`src/rtl/mem_pkg.sv`:
```
// Shared memory-access types: load/store access size and byte-mask helpers.
// Used by the load aligner and its data extractor.
package mem_pkg;

    typedef enum logic [1:0] {
        SIZE_BYTE = 2'd0,
        SIZE_HALF = 2'd1,
        SIZE_WORD = 2'd2
    } access_size_t;

    // Right-aligned byte mask covering one access of the given size.
    function automatic logic [3:0] size_nmask(input logic [1:0] size);
        case (size)
            SIZE_BYTE: size_nmask = 4'b0001;
            SIZE_HALF: size_nmask = 4'b0011;
            SIZE_WORD: size_nmask = 4'b1111;
            default:   size_nmask = 4'b0000;
        endcase
    endfunction

    // Number of bytes moved by an access of the given size.
    function automatic logic [2:0] size_nbytes(input logic [1:0] size);
        case (size)
            SIZE_BYTE: size_nbytes = 3'd1;
            SIZE_HALF: size_nbytes = 3'd2;
            SIZE_WORD: size_nbytes = 3'd4;
            default:   size_nbytes = 3'd0;
        endcase
    endfunction

endpackage

```
`src/rtl/load_extractor.sv`:
```
// Combinational load data extractor: shifts {hi, lo} right by the byte
// offset, keeps the access bytes and sign/zero-extends to 32 bits.
// Ports: i_hi/i_lo returned words, i_off byte offset, i_size access size,
// i_unsigned zero-extend select, o_data right-aligned result.
module load_extractor
    import mem_pkg::*;
(
    input  logic [31:0] i_hi,
    input  logic [31:0] i_lo,
    input  logic [1:0]  i_off,
    input  logic [1:0]  i_size,
    input  logic        i_unsigned,
    output logic [31:0] o_data
);

    logic [31:0] w_raw;

    assign w_raw = 32'({i_hi, i_lo} >> {i_off, 3'b000});

    always_comb begin
        o_data = '0;
        case (i_size)
            SIZE_BYTE: o_data = {{24{~i_unsigned & w_raw[7]}}, w_raw[7:0]};
            SIZE_HALF: o_data = {{16{~i_unsigned & w_raw[15]}}, w_raw[15:0]};
            SIZE_WORD: o_data = w_raw;
            default:   o_data = '0;
        endcase
    end

endmodule

```
`src/rtl/load_aligner.sv`:
```
// Load aligner: turns byte/half/word loads at any byte address into one or
// two word-aligned masked bus reads and returns an extended 32-bit result.
// Ports: clk, rst_n (sync, active low); req_* load request handshake;
// bus_* word read bus (req held until ack); resp_* one-cycle result pulse.
// Build option: LOAD_ALIGNER_MISALIGNED_EN enables word-crossing loads;
// without it those loads answer resp_err with no bus access.
module load_aligner
    import mem_pkg::*;
(
    input  logic        clk,
    input  logic        rst_n,
    input  logic        req_valid,
    output logic        req_ready,
    input  logic [31:0] req_addr,
    input  logic [1:0]  req_size,
    input  logic        req_unsigned,
    output logic        bus_req,
    output logic [29:0] bus_addr,
    output logic [3:0]  bus_mask,
    input  logic        bus_ack,
    input  logic [31:0] bus_rdata,
    output logic        resp_valid,
    output logic [31:0] resp_data,
    output logic        resp_err
);

    typedef enum logic [1:0] {
        S_IDLE  = 2'd0,
        S_RD_LO = 2'd1,
        S_RD_HI = 2'd2,
        S_RESP  = 2'd3
    } state_t;

    state_t      r_state;
    state_t      w_next;
    logic [31:0] r_addr;
    logic [1:0]  r_size;
    logic        r_unsigned;
    logic [31:0] r_data;
    logic        r_err;

    logic        w_cross_req;
    logic        w_bad_req;
    logic        w_done;
    logic [3:0]  w_nmask;
    logic [31:0] w_lo;
    logic [31:0] w_hi;
    logic [31:0] w_ext;

`ifdef LOAD_ALIGNER_MISALIGNED_EN
    logic [31:0] r_lo;
    logic        r_cross;
`endif

    // Access spills into the next word when off + n exceeds 4 bytes.
    assign w_cross_req = (3'({1'b0, req_addr[1:0]}) + size_nbytes(req_size)) > 3'd4;

`ifdef LOAD_ALIGNER_MISALIGNED_EN
    assign w_bad_req = (req_size == 2'd3);
`else
    assign w_bad_req = (req_size == 2'd3) | w_cross_req;
`endif

    assign w_nmask    = size_nmask(r_size);
    assign resp_valid = (r_state == S_RESP);
    assign resp_data  = r_data;
    assign resp_err   = r_err;

    always_comb begin
        w_next    = r_state;
        req_ready = 1'b0;
        bus_req   = 1'b0;
        bus_addr  = '0;
        bus_mask  = '0;
        w_done    = 1'b0;
        w_lo      = bus_rdata;
        w_hi      = '0;
        unique case (r_state)
            S_IDLE: begin
                req_ready = rst_n;
                if (req_valid) begin
                    w_next = w_bad_req ? S_RESP : S_RD_LO;
                end
            end
            S_RD_LO: begin
                bus_req  = 1'b1;
                bus_addr = r_addr[31:2];
                bus_mask = w_nmask << r_addr[1:0];
                if (bus_ack) begin
`ifdef LOAD_ALIGNER_MISALIGNED_EN
                    if (r_cross) begin
                        w_next = S_RD_HI;
                    end else begin
                        w_next = S_RESP;
                        w_done = 1'b1;
                    end
`else
                    w_next = S_RESP;
                    w_done = 1'b1;
`endif
                end
            end
`ifdef LOAD_ALIGNER_MISALIGNED_EN
            S_RD_HI: begin
                bus_req  = 1'b1;
                bus_addr = r_addr[31:2] + 30'd1;
                bus_mask = w_nmask >> (3'd4 - {1'b0, r_addr[1:0]});
                w_lo     = r_lo;
                w_hi     = bus_rdata;
                if (bus_ack) begin
                    w_next = S_RESP;
                    w_done = 1'b1;
                end
            end
`endif
            S_RESP: w_next = S_IDLE;
            default: w_next = S_IDLE;
        endcase
    end

    // The final read word feeds the extractor directly so the result is
    // registered on the same edge that completes the last read.
    load_extractor u_extract (
        .i_hi      (w_hi),
        .i_lo      (w_lo),
        .i_off     (r_addr[1:0]),
        .i_size    (r_size),
        .i_unsigned(r_unsigned),
        .o_data    (w_ext)
    );

    always_ff @(posedge clk) begin
        if (!rst_n) begin
            r_state    <= S_IDLE;
            r_addr     <= '0;
            r_size     <= '0;
            r_unsigned <= 1'b0;
            r_data     <= '0;
            r_err      <= 1'b0;
`ifdef LOAD_ALIGNER_MISALIGNED_EN
            r_lo       <= '0;
            r_cross    <= 1'b0;
`endif
        end else begin
            r_state <= w_next;
            if (r_state == S_IDLE && req_valid) begin
                r_addr     <= req_addr;
                r_size     <= req_size;
                r_unsigned <= req_unsigned;
`ifdef LOAD_ALIGNER_MISALIGNED_EN
                r_cross    <= w_cross_req;
`endif
                if (w_bad_req) begin
                    r_data <= '0;
                    r_err  <= 1'b1;
                end
            end
            if (w_done) begin
                r_data <= w_ext;
                r_err  <= 1'b0;
            end
`ifdef LOAD_ALIGNER_MISALIGNED_EN
            if (r_state == S_RD_LO && bus_ack) begin
                r_lo <= bus_rdata;
            end
`endif
        end
    end

endmodule

```
`config.mk`:
```
export PLATFORM = sky130hd
export DESIGN_NAME = load_aligner
export DESIGN_NICKNAME = d
export VERILOG_FILES = /design/src/rtl/mem_pkg.sv /design/src/rtl/load_extractor.sv /design/src/rtl/load_aligner.sv
export SDC_FILE = /design/constraint.sdc
export NUM_CORES = 1
export LEC_CHECK = 0
export CORE_ASPECT_RATIO = 0.6
export CORE_MARGIN = 2
export CORE_UTILIZATION = 40
export DETAILED_ROUTE_END_ITERATION = 16
export PLACE_DENSITY = 0.68
export REMOVE_ABC_BUFFERS = 1
export SYNTH_ARGS = -nofsm -noshare
export SYNTH_HDL_FRONTEND = slang
export SYNTH_HIERARCHICAL = 1
export SYNTH_SLANG_ARGS = --single-unit
```
`constraint.sdc`:
```
create_clock -name clk -period 6.35 [get_ports clk]
set_input_delay 1.27 -clock clk [delete_from_list [all_inputs] [get_ports clk]]
set_output_delay 1.27 -clock clk [all_outputs]
set_load 0.05 [all_outputs]
```
==> flow_summary.yaml <==
cts:
  cts.sinks: 70
  cts_buffer_depth: 2
  clock_latency_ns: 0.33
  cts_buffers: 9
  cts_setup_buffers: 0
  clkSlewWorstSetupHoldPaths_ns: 0.06
  cts-root-buf: "clkbuf_16"
  cts_resized: 0
  cts_hold_buf: 0
  h-tree-depth: 3
  cts_tree: "yes"
die:
  coreArea_sq_um: 12260
  die_w_microns: 150.1
  ioPinCount: 141
  dieArea_sq_um: 13760
  start_util_pct: 41.79
  die_h_microns: 91.66
  placementRows: 31
synth:
  syn_area_sq_um: 5122
  post_synth_num_cell_types: 46
  synth_edf_count: 0
  synth.avg_cell_area_sq_um: 9.647
  synth_warnings: 6
  ys_seq_area_share_pct: 27.36
  synthArstFlopShare_pct: 0
  ys.flop_type: "dfxtp_1"
  ys_ff_latch: 70
  syn_inst: 531
critical_path:
  crit_type: "reg2out"
  crit_path_end_kind: "output port"
  critPathArrivalTime_ns: 2.96
  worst-path-buf-inv: 1
  cp_cell_sequence: "ha_1 -> nor2b_1 -> nand3b_1 -> a21oi_1 -> clkdlybuf4s50_1"
  cpMaxStageDelayCell: "dfxtp_1"
  path_delay_family: "flip-flops"
  crit_fanout: 25
  critPathRequiredTime_ns: 5.08
  worst_setup_path_start_kind: "register"
  crit_path_max_incr_delay_ns: 0.94
sta:
  drv_slew: 0
  fin_skew_ns: 0.004618
  fmax_ghz: 0.2361
  worst_pin_slew_ns: 1.026
  rsz0062_at_grt: "false"
  holdWs_ns: 0.4562
  finalCriticalPeriod_ns: 4.235
  hold_violations: 0
  fin_crit_sh_pct: 66.69
  setup_tns_ns: 0
  finalSetupViolCount: 0
  slew_headroom_pct: 31.61
outcome:
  status: "completed"
pwr:
  pwr-share-seq_pct: 34.3
  p_comb_share_pct: 31.5
  swShare_pct: 33.90
  power_frac_clock_pct: 34.1
  switchingPower_uw: 501.4
  irDropWorstVdd_mv: 0.1177
  p_per_area_nw_per_um2: 216.4
  p_int_uw: 977.6
  power_leakage_uw: 0.002284
place:
  hpwlAfterDp_mm: 9.441
  portBuffers: 140
  globalplace.congestion: 0.7735
  place_inst: 834
finish:
  multi_input_area_sq_um: 3472
  final_cell_mix: "139 x clkdlybuf4s50_1, 130 x nand2_1, 68 x dfxtp_1"
  drive_gt1_share_pct: 20.44
  antennaDiodeCount: 0
  nFillCells: 1098
  fin_cells: 850
  synthToLayoutAreaGrowth_pct: 33.39
  layout.area.seq_sq_um: 1404
  final_common_cell: "clkdlybuf4s50_1"
  final_nets: 755
detailed_routing:
  ant_nets: 0
  drc_errors: 0
  via_per_inst: 5.184
  vias: 4406
  wire_per_inst_microns: 15.93
  drtPass1Iterations: 5
  wl_mm: 13.54
  drt_iter0_drc: 253
flow_run:
  max_cap_violations: 0
global_route:
  track_usage_pct: 20.09
  gr-total-overflow: 0
  grt_pass1_vias: 4279
  grt_pass1_wl_mm: 22.16
  grt_max_degree: 83
  grt_antenna_before_repair: 0
min_path:
  hold_class: "reg2reg"
==> state kept, by name, summed over array words and instances (netlist names) <==
signal      count
resp_err        1
resp_data      32
r_addr         32
r_size          2
r_state         2
r_unsigned      1
==> layout make-up <==
cell class | count | share of cell area (%)
clock buffers | 10 | 3.498
clock inverters | 6 | 0.8973
inverters | 5 | 0.3113
multi-input cells | 450 | 50.81
flip-flops and latches | 70 | 20.55
well taps | 165 | 3.021
repair buffers | 144 | 20.91
==> logic make-up after synthesis <==
kind of cell	count (synthesis)	synth area share (%)
AND/OR/NAND/NOR	261	27.43
AO/OA/AOI/OAI	101	20.40
flip-flops	70	27.36
buffers and inverters	59	8.525
multiplexers	35	15.10
adder cells (fa/ha/maj)	4	1.124
other	1	0.07321
==> per-layer routing <==
| layer | up-vias | track usage, % | share of wire, % |
|---|---|---|---|
| met4 | 0 | 4.009 | 0.60 |
| met2 | 105 | 32.00 | 47 |
| met1 | 2125 | 28.57 | 46 |
| met3 | 6 | 3.781 | 5.9 |
| li1 | 2170 | - | - |
| met5 | - | 0 | 0 |
==> power by group through the flow <==
stage	Clock [uW]	Sequential, uW	Combinational (uW)
after global routing	528	513	503
after floorplan	0	569	245
after CTS	515	508	469
after detailed placement	0	517	467
final	505	507	467
after global placement	0	514	458
==> worst reg2reg max path, cell delays in order, from the launching register on <==
cell,delay [ns]
dfxtp_2,1.01
mux2_4,0.38
a32oi_4,0.66
a31oi_2,0.22
nand3_2,0.13
o221ai_2,0.09
==> final timing paths <==
path | start | end | slack, ns | cells past startpoint
setup / recovery | r_size[1]$_SDFFE_PN0P_ | bus_mask[3] | 2.12 | 5
setup reg to reg | r_addr[1]$_SDFFE_PN0P_ | resp_data[22]$_SDFFE_PN0P_ | 3.73 | 5
hold reg to reg | r_addr[24]$_SDFFE_PN0P_ | r_addr[24]$_SDFFE_PN0P_ | 0.46 | 2
hold / removal | r_addr[24]$_SDFFE_PN0P_ | r_addr[24]$_SDFFE_PN0P_ | 0.46 | 2
==> cell usage after synthesis (3+ instances only) <==
master | count | share of area (%)
nand2_1 | 130 | 9.5
dfxtp_1 | 70 | 27
and2_1 | 34 | 4.2
nand3_1 | 34 | 3.3
a21boi_0 | 30 | 4.4
mux4_2 | 30 | 13
nand3_2 | 30 | 5.9
o221ai_2 | 30 | 8.8
clkbuf_1 | 13 | 0.95
a21oi_1 | 12 | 1.2
buf_4 | 12 | 1.8
buf_2 | 11 | 1.1
buf_6 | 11 | 2.4
a31oi_2 | 10 | 2.4
nor2b_1 | 9 | 1.1
a21boi_1 | 6 | 0.88
a31oi_1 | 6 | 0.73
nor2_1 | 6 | 0.44
inv_1 | 4 | 0.29
buf_12 | 3 | 1.2
ha_1 | 3 | 0.73
mux2_4 | 3 | 0.88
nand2b_1 | 3 | 0.37
==> stage by stage <==
step | util (%) | setup slack [ns] | instance area [sq um] | total power [uW]
after floorplan | - | 1.760 | 4887 | 813.9
after global placement | 53.30 | 2.151 | 6533 | 971.8
after detailed placement | 53.30 | 2.126 | 6533 | 984.3
after CTS | 55.75 | 2.105 | 6833 | 1491
after global routing | 55.75 | 2.008 | 6833 | 1544
final | 55.75 | 2.115 | 6833 | 1479
Power figures use the tool's default switching activity.
